### src/rtl/axis_header_rx_parser.sv
// axis_header_rx_parser
// AXI-Stream receiver for framed transfers: a six-word header (magic, four
// user fields, payload length) followed by the payload. Payload words are
// spread across BANK_COUNT BRAM banks, filling each bank before moving on to
// the next. One status pulse is raised per frame, in the cycle after the
// frame's terminating beat.
//
// state   | meaning
// --------+---------------------------------------------------------------
// S_HDR   | collecting header words 0..5
// S_DATA  | writing payload words to the BRAM banks
// S_DRAIN | discarding beats of a rejected frame until its tlast
//
// A bad magic word that also carries tlast ends the frame on that beat, so
// it reports err_code 1 at once instead of waiting in S_DRAIN for a tlast
// that belongs to the next frame.

module axis_header_rx_parser #(
    parameter int                    DATA_WIDTH   = 16,
    parameter int                    ADDR_WIDTH   = 9,
    parameter int                    BANK_COUNT   = 8,
    parameter logic [DATA_WIDTH-1:0] HEADER_MAGIC = 16'hA55A
) (
    input  logic                  aclk,
    input  logic                  aresetn,
    input  logic                  rx_enable,
    input  logic [15:0]           cfg_words_per_bank,
    input  logic [DATA_WIDTH-1:0] s_axis_tdata,
    input  logic                  s_axis_tvalid,
    output logic                  s_axis_tready,
    input  logic                  s_axis_tlast,
    output logic [DATA_WIDTH-1:0] bram_wr_data,
    output logic [ADDR_WIDTH-1:0] bram_wr_addr,
    output logic [BANK_COUNT-1:0] bram_wr_en,
    output logic [DATA_WIDTH-1:0] hdr_field_1,
    output logic [DATA_WIDTH-1:0] hdr_field_2,
    output logic [DATA_WIDTH-1:0] hdr_field_3,
    output logic [DATA_WIDTH-1:0] hdr_field_4,
    output logic [DATA_WIDTH-1:0] hdr_length,
    output logic                  frame_done,
    output logic                  frame_error,
    output logic [1:0]            err_code
);

    localparam int BANK_W = (BANK_COUNT > 1) ? $clog2(BANK_COUNT) : 1;
    localparam int LEN_W  = DATA_WIDTH + 1;
    localparam int WPB_W  = 16;

    localparam logic [2:0] HDR_LAST  = 3'd5;
    localparam logic [1:0] ERR_NONE  = 2'd0;
    localparam logic [1:0] ERR_MAGIC = 2'd1;
    localparam logic [1:0] ERR_EARLY = 2'd2;
    localparam logic [1:0] ERR_LEN   = 2'd3;

    typedef enum logic [1:0] {
        S_HDR   = 2'd0,
        S_DATA  = 2'd1,
        S_DRAIN = 2'd2
    } state_t;

    state_t                r_state;
    state_t                w_next_state;
    logic [2:0]            r_hdr_idx;
    logic [DATA_WIDTH-1:0] r_sh1, r_sh2, r_sh3, r_sh4;
    logic [DATA_WIDTH-1:0] r_len;
    logic [WPB_W-1:0]      r_wpb;
    logic [BANK_W-1:0]     r_bank;
    logic [ADDR_WIDTH-1:0] r_addr;
    logic [DATA_WIDTH-1:0] r_remaining;
    logic [1:0]            r_drain_code;

    logic                  w_accept;
    logic                  w_done;
    logic                  w_err;
    logic [1:0]            w_err_code;
    logic [1:0]            w_drain_code;
    logic [LEN_W-1:0]      w_capacity;
    logic                  w_overflow;
    logic                  w_addr_last;

    assign w_accept    = s_axis_tvalid && rx_enable;
    assign w_capacity  = LEN_W'(BANK_COUNT) * LEN_W'(cfg_words_per_bank);
    assign w_overflow  = LEN_W'(s_axis_tdata) > w_capacity;
    assign w_addr_last = (WPB_W'(r_addr) == (r_wpb - WPB_W'(1)));

    // State register
    always_ff @(posedge aclk or negedge aresetn) begin
        if (!aresetn) begin
            r_state <= S_HDR;
        end else begin
            r_state <= w_next_state;
        end
    end

    // Next state and end-of-frame events, decided on each accepted beat
    always_comb begin
        w_next_state = r_state;
        w_done       = 1'b0;
        w_err        = 1'b0;
        w_err_code   = ERR_NONE;
        w_drain_code = r_drain_code;
        case (r_state)
            S_HDR: begin
                if (w_accept) begin
                    if (r_hdr_idx == 3'd0) begin
                        if (s_axis_tdata != HEADER_MAGIC) begin
                            if (s_axis_tlast) begin
                                w_err      = 1'b1;
                                w_err_code = ERR_MAGIC;
                            end else begin
                                w_drain_code = ERR_MAGIC;
                                w_next_state = S_DRAIN;
                            end
                        end else if (s_axis_tlast) begin
                            w_err      = 1'b1;
                            w_err_code = ERR_EARLY;
                        end
                    end else if (r_hdr_idx != HDR_LAST) begin
                        if (s_axis_tlast) begin
                            w_err      = 1'b1;
                            w_err_code = ERR_EARLY;
                        end
                    end else if (s_axis_tdata == '0) begin
                        if (s_axis_tlast) begin
                            w_done = 1'b1;
                        end else begin
                            w_drain_code = ERR_LEN;
                            w_next_state = S_DRAIN;
                        end
                    end else if (s_axis_tlast) begin
                        w_err      = 1'b1;
                        w_err_code = ERR_EARLY;
                    end else if (w_overflow) begin
                        w_drain_code = ERR_LEN;
                        w_next_state = S_DRAIN;
                    end else begin
                        w_next_state = S_DATA;
                    end
                end
            end
            S_DATA: begin
                if (w_accept) begin
                    if (r_remaining == DATA_WIDTH'(1)) begin
                        if (s_axis_tlast) begin
                            w_done       = 1'b1;
                            w_next_state = S_HDR;
                        end else begin
                            w_drain_code = ERR_LEN;
                            w_next_state = S_DRAIN;
                        end
                    end else if (s_axis_tlast) begin
                        w_err        = 1'b1;
                        w_err_code   = ERR_EARLY;
                        w_next_state = S_HDR;
                    end
                end
            end
            S_DRAIN: begin
                if (w_accept && s_axis_tlast) begin
                    w_err        = 1'b1;
                    w_err_code   = r_drain_code;
                    w_next_state = S_HDR;
                end
            end
            default: begin
                w_next_state = S_HDR;
            end
        endcase
    end

    // Stream handshake: readiness follows rx_enable in every state
    always_comb begin
        s_axis_tready = rx_enable;
    end

    // Header capture, bank/address walk and payload countdown
    always_ff @(posedge aclk or negedge aresetn) begin
        if (!aresetn) begin
            r_hdr_idx    <= '0;
            r_sh1        <= '0;
            r_sh2        <= '0;
            r_sh3        <= '0;
            r_sh4        <= '0;
            r_len        <= '0;
            r_wpb        <= '0;
            r_bank       <= '0;
            r_addr       <= '0;
            r_remaining  <= '0;
            r_drain_code <= ERR_NONE;
        end else if (w_accept) begin
            r_drain_code <= w_drain_code;
            case (r_state)
                S_HDR: begin
                    if (w_next_state != S_HDR || w_done || w_err) begin
                        r_hdr_idx <= '0;
                    end else begin
                        r_hdr_idx <= r_hdr_idx + 3'd1;
                    end
                    case (r_hdr_idx)
                        3'd1: r_sh1 <= s_axis_tdata;
                        3'd2: r_sh2 <= s_axis_tdata;
                        3'd3: r_sh3 <= s_axis_tdata;
                        3'd4: r_sh4 <= s_axis_tdata;
                        3'd5: begin
                            r_len       <= s_axis_tdata;
                            r_wpb       <= cfg_words_per_bank;
                            r_bank      <= '0;
                            r_addr      <= '0;
                            r_remaining <= s_axis_tdata;
                        end
                        default: ;
                    endcase
                end
                S_DATA: begin
                    if (w_addr_last) begin
                        r_addr <= '0;
                        r_bank <= r_bank + BANK_W'(1);
                    end else begin
                        r_addr <= r_addr + ADDR_WIDTH'(1);
                    end
                    r_remaining <= r_remaining - DATA_WIDTH'(1);
                end
                default: ;
            endcase
        end
    end

    // Registered BRAM write port and per-frame status outputs
    always_ff @(posedge aclk or negedge aresetn) begin
        if (!aresetn) begin
            bram_wr_en   <= '0;
            bram_wr_data <= '0;
            bram_wr_addr <= '0;
            hdr_field_1  <= '0;
            hdr_field_2  <= '0;
            hdr_field_3  <= '0;
            hdr_field_4  <= '0;
            hdr_length   <= '0;
            frame_done   <= 1'b0;
            frame_error  <= 1'b0;
            err_code     <= ERR_NONE;
        end else begin
            bram_wr_en  <= '0;
            frame_done  <= w_done;
            frame_error <= w_err;
            if (w_accept && r_state == S_DATA) begin
                bram_wr_en   <= BANK_COUNT'(1) << r_bank;
                bram_wr_data <= s_axis_tdata;
                bram_wr_addr <= r_addr;
            end
            if (w_done) begin
                err_code    <= ERR_NONE;
                hdr_field_1 <= r_sh1;
                hdr_field_2 <= r_sh2;
                hdr_field_3 <= r_sh3;
                hdr_field_4 <= r_sh4;
                // a zero-length frame finishes on the length word itself
                hdr_length  <= (r_state == S_HDR) ? s_axis_tdata : r_len;
            end else if (w_err) begin
                err_code <= w_err_code;
            end
        end
    end

endmodule

### config.mk
export PLATFORM = sky130hd
export DESIGN_NAME = axis_header_rx_parser
export DESIGN_NICKNAME = d
export VERILOG_FILES = /design/src/rtl/axis_header_rx_parser.sv
export SDC_FILE = /design/constraint.sdc
export NUM_CORES = 1
export LEC_CHECK = 0
export CAP_MARGIN = 20
export CORE_MARGIN = 1
export CORE_UTILIZATION = 61
export CTS_BUF_LIST = sky130_fd_sc_hd__clkbuf_8
export DETAILED_ROUTE_END_ITERATION = 6
export GPL_TIMING_DRIVEN = 0
export PLACE_DENSITY_LB_ADDON = 0.12
export RECOVER_POWER = 25
export SYNTH_ARGS = -nofsm -noshare
export SYNTH_HDL_FRONTEND = slang
export SYNTH_SLANG_ARGS = --single-unit
### constraint.sdc
create_clock -name aclk -period 4.8 [get_ports aclk]
set_clock_uncertainty 0.1 [all_clocks]
set_input_delay 0.96 -clock aclk [delete_from_list [all_inputs] [get_ports aclk]]
set_output_delay 0.96 -clock aclk [all_outputs]
set_load 0.01 [all_outputs]
==> impl_results.md <==
- Status: complete, but fails checks
- Failing checks: capacitance limit, slew limit
- Number of max-cap violations: 1
- Hold Slack: 0.362 ns
- Starting Density: 62.3%
- Gp weighted congestion: 0.910
- Clk pwr share: 30.8%
- CTS tree: done
- Total gr overflow: 0
- Setup bufs post-CTS: 0
- CP endpoint kind: flip-flop
- Vias: 8,875
- DRT iter0 DRCs: 621
- Fmax achieved: 262 MHz
- First-pass GRT wire length: 44.2 mm
- Nets: 1,350
- Sequential group share of total power: 46.6%
- Int Power: 4.29 mW
- Clk sinks: 248
- Initial antenna violation count: 1
- Cell variety after synth: 61
- CTS Buf Count: 40
- CTS root buffer: clkbuf_8
- DRC: 0
- Reg2reg end: r_bank[1]$_DFFE_PN0P_
- Final WL: 27.9 mm
- Hold buffers post-CTS: 0
- PwrDens: 443 mW/mm2
- Area share of the leading cell type in the synthesized netlist: 55.5%
- HPWL after DPL: 18.7 mm
- Area contributors post-synth: dfrtp_1 55%, nand2_1 10%, mux2_2 9.2%
- Cells on worst reg2reg path: 9
- Die boundary width: 137 um
- Min Tclk post-route: 3.82 ns
- Main flop type after synthesis: dfrtp_1
- Worst slew pin tran: 3.36 ns
- Mean post-synth cell area: 10.3 um2
- Combinational share of power: 22.7%
- Worst skew pair latency: 0.54 ns
- Slew Viols, Final: 61
- Area growth, synth to finish: 24.2%
- Ys Warns: 0
- Cell Area, Placed: 0.0130 mm2
- Die area: 0.0189 mm2
- Clock-pin slew on the worst setup and hold paths: 0.06 ns
- Most instantiated cells after synthesis: 308 x nand2_1, 248 x dfrtp_1, 91 x mux2_2, 60 x o21ai_0, 46 x clkbuf_1
- Worst R2R Setup Slack: 1.90 ns
- Crit Path Max Fanout: 10
- I/O pin cnt: 155
- Syn Nets: 1,155
- Mapped cell area: 0.0112 mm2
- Worst EP arrival: 4.19 ns
- Most common cell in the netlist: nand2_1
- Layout cell share with drive strength beyond 1: 14.3%
- Sw frac: 30.2%
- Longest Clk Path Bufs: 3
- CP Class: input port to flip-flop
- Worst Slack Setup Final: 0.978 ns
- Asr flop ratio synth: 100%
- Slew headroom: -124%
- Flops & latches, synth: 248
- Dpl ws: 0.547 ns
- Seq/Total Area, Yosys: 55.5%
- CTS resizes: 0
- Design area: 0.0139 mm2
- LEAKAGE: 6.83 nW
- Via density: 5.74
- H-Tree Depth: 2
- Row count: 49
- Setup crit end: hdr_field_4[13]$_DFFE_PN0P_
- Die height: 137 um
- Final period utilization: 79.6%
- Antenna diodes: 0
- Yosys top cell by area: dfrtp_1
- Number of global-route vias before repair: 8,619
- Antenna Nets Post-Route: 0
- P_sw: 1.86 mW
- Critical Path Start Type: input port
- PortBufs: 151
- All-layer global routing usage: 30.7%
- Final setup TNS: 0 ns
- TritonRoute pass-1 iters: 5
- Min-delay worst type: flip-flop to flip-flop
- Final Hold Fails: 0
- Final setup vio count: 0
- Reg2reg start: r_wpb[0]$_DFFE_PN0P_
- WL/cell: 18.1 um
- Critical path launch point: s_axis_tdata[4]
- Max rail drop VDD: 0.263 mV
- Post-synth EDFFs: 0
- Total core area: 0.0180 mm2
- Post-synthesis cell count: 1,090
- Worst Path Required: 5.17 ns
- Pin count of the biggest net entering global routing: 125
- RSZ-0062 raised after global routing: no
-- area by class of cell --
cell class | count | area [um2]
tap | 229 | 287
clock inverter | 20 | 115
sequential | 248 | 6210
inverter | 30 | 113
timing repair buffer | 153 | 1560
clock buffer | 54 | 743
fill | 1260 | 4070
multi-input combinational | 742 | 4530
buffer | 70 | 340
-- metal layers --
metal / track usage, % / part of all wire, %
met1: 40.6 / 41
met2: 49.1 / 48
met3: 5.63 / 6.3
met4: 14.3 / 4.4
met5: 0 / 0.047
-- through the flow --
stage	utilization, %	instances	total power, mW
global route	77.3	1546	6.46
CTS	77.4	1546	6.16
detailed placement	72.6	1472	4.26
global placement	72.3	1470	4.19
finish	77.3	1546	6.15
floorplan	-	1090	3.80
-- layout by cell type, fill, tap and decap left out, types with 3 or more instances in the layout --
| cell | netlist | final |
|---|---|---|
| o22ai_1 | 3 | 3 |
| and3_1 | 14 | 14 |
| clkbuf_1 | 46 | 47 |
| o31ai_1 | 6 | 6 |
| inv_1 | 30 | 41 |
| a21o_1 | 11 | 11 |
| o2bb2ai_1 | 4 | 4 |
| buf_2 | 13 | 13 |
| nand3_1 | 20 | 20 |
| mux2_2 | 91 | 91 |
| or4_1 | 3 | 3 |
| xor2_1 | 6 | 6 |
| mux2i_1 | 18 | 18 |
| a31oi_1 | 7 | 7 |
| clkinv_2 | 0 | 7 |
| xnor2_1 | 6 | 6 |
| nor2_1 | 45 | 45 |
| nand2b_1 | 5 | 5 |
| dfrtp_1 | 248 | 248 |
| a22oi_1 | 8 | 8 |
| nand3b_1 | 4 | 4 |
| nand2_1 | 308 | 308 |
| o211ai_1 | 3 | 3 |
| buf_6 | 7 | 7 |
| and2_1 | 4 | 4 |
| clkbuf_8 | 0 | 54 |
| clkdlybuf4s50_1 | 0 | 150 |
| o21ai_0 | 60 | 60 |
| nor3_1 | 14 | 14 |
| a21oi_1 | 24 | 24 |
| nand4_1 | 5 | 5 |
| nor4_1 | 7 | 7 |
| ha_1 | 28 | 28 |
-- power groups by stage --
stage          Sequential (mW)  Combinational, mW  Clock [mW]
5_1_grt                   2.91               1.54        2.01
3_3_place_gp              2.87               1.33           0
2_1_floorplan             2.81              0.985           0
3_5_place_dp              2.88               1.38           0
6_report                  2.86               1.39        1.89
4_1_cts                   2.85               1.39        1.92
-- worst max-delay path, stage by stage --
cell and delay, ns:
clkdlybuf4s50_1 0.45, clkbuf_1 0.40, nor4_1 0.48, nand3_1 0.15, nor4_1 0.35, a41oi_1 0.10
nor3_1 0.38, clkbuf_1 0.41, buf_2 0.33, nand2_1 0.10, nand2_1 0.08
-- registers in the layout, indices dropped and copies added, names as in the netlist, 8 cells and up --
signal	cells
r_sh4	16
hdr_field_4	16
r_remaining	16
r_sh3	16
r_wpb	16
r_sh1	16
bram_wr_addr	9
hdr_field_1	16
bram_wr_data	16
hdr_length	16
r_addr	9
hdr_field_2	16
hdr_field_3	16
r_sh2	16
r_len	16
bram_wr_en	8
-- worst min path at each step --
stage,startpoint,slack (ns),cells after the start,end
after floorplan,r_sh2[0]$_DFFE_PN0P_,0.34,2,hdr_field_2[0]$_DFFE_PN0P_
after global placement,r_sh1[15]$_DFFE_PN0P_,0.35,2,hdr_field_1[15]$_DFFE_PN0P_
after detailed placement,hdr_field_2[13]$_DFFE_PN0P_,0.35,2,hdr_field_2[13]$_DFFE_PN0P_
after CTS,aresetn,0.27,1,hdr_length[15]$_DFFE_PN0P_
after global routing,r_sh2[15]$_DFFE_PN0P_,0.38,2,hdr_field_2[15]$_DFFE_PN0P_
final,hdr_field_3[13]$_DFFE_PN0P_,0.36,2,hdr_field_3[13]$_DFFE_PN0P_
-- kinds of logic (layout without fill, tap and decap cells) --
group / Yosys count / count (layout) / share of synthesized area, %
multiplexers: 110 / 110 / 10.9
buffers and inverters: 100 / 327 / 4.05
AND/OR/NAND/NOR: 445 / 445 / 17.4
adder cells (fa/ha/maj): 28 / 28 / 3.13
XOR/XNOR: 12 / 12 / 0.940
AO/OA/AOI/OAI: 147 / 147 / 8.15
flip-flops: 248 / 248 / 55.5
No activity file was read; power rests on OpenSTA's default activity.
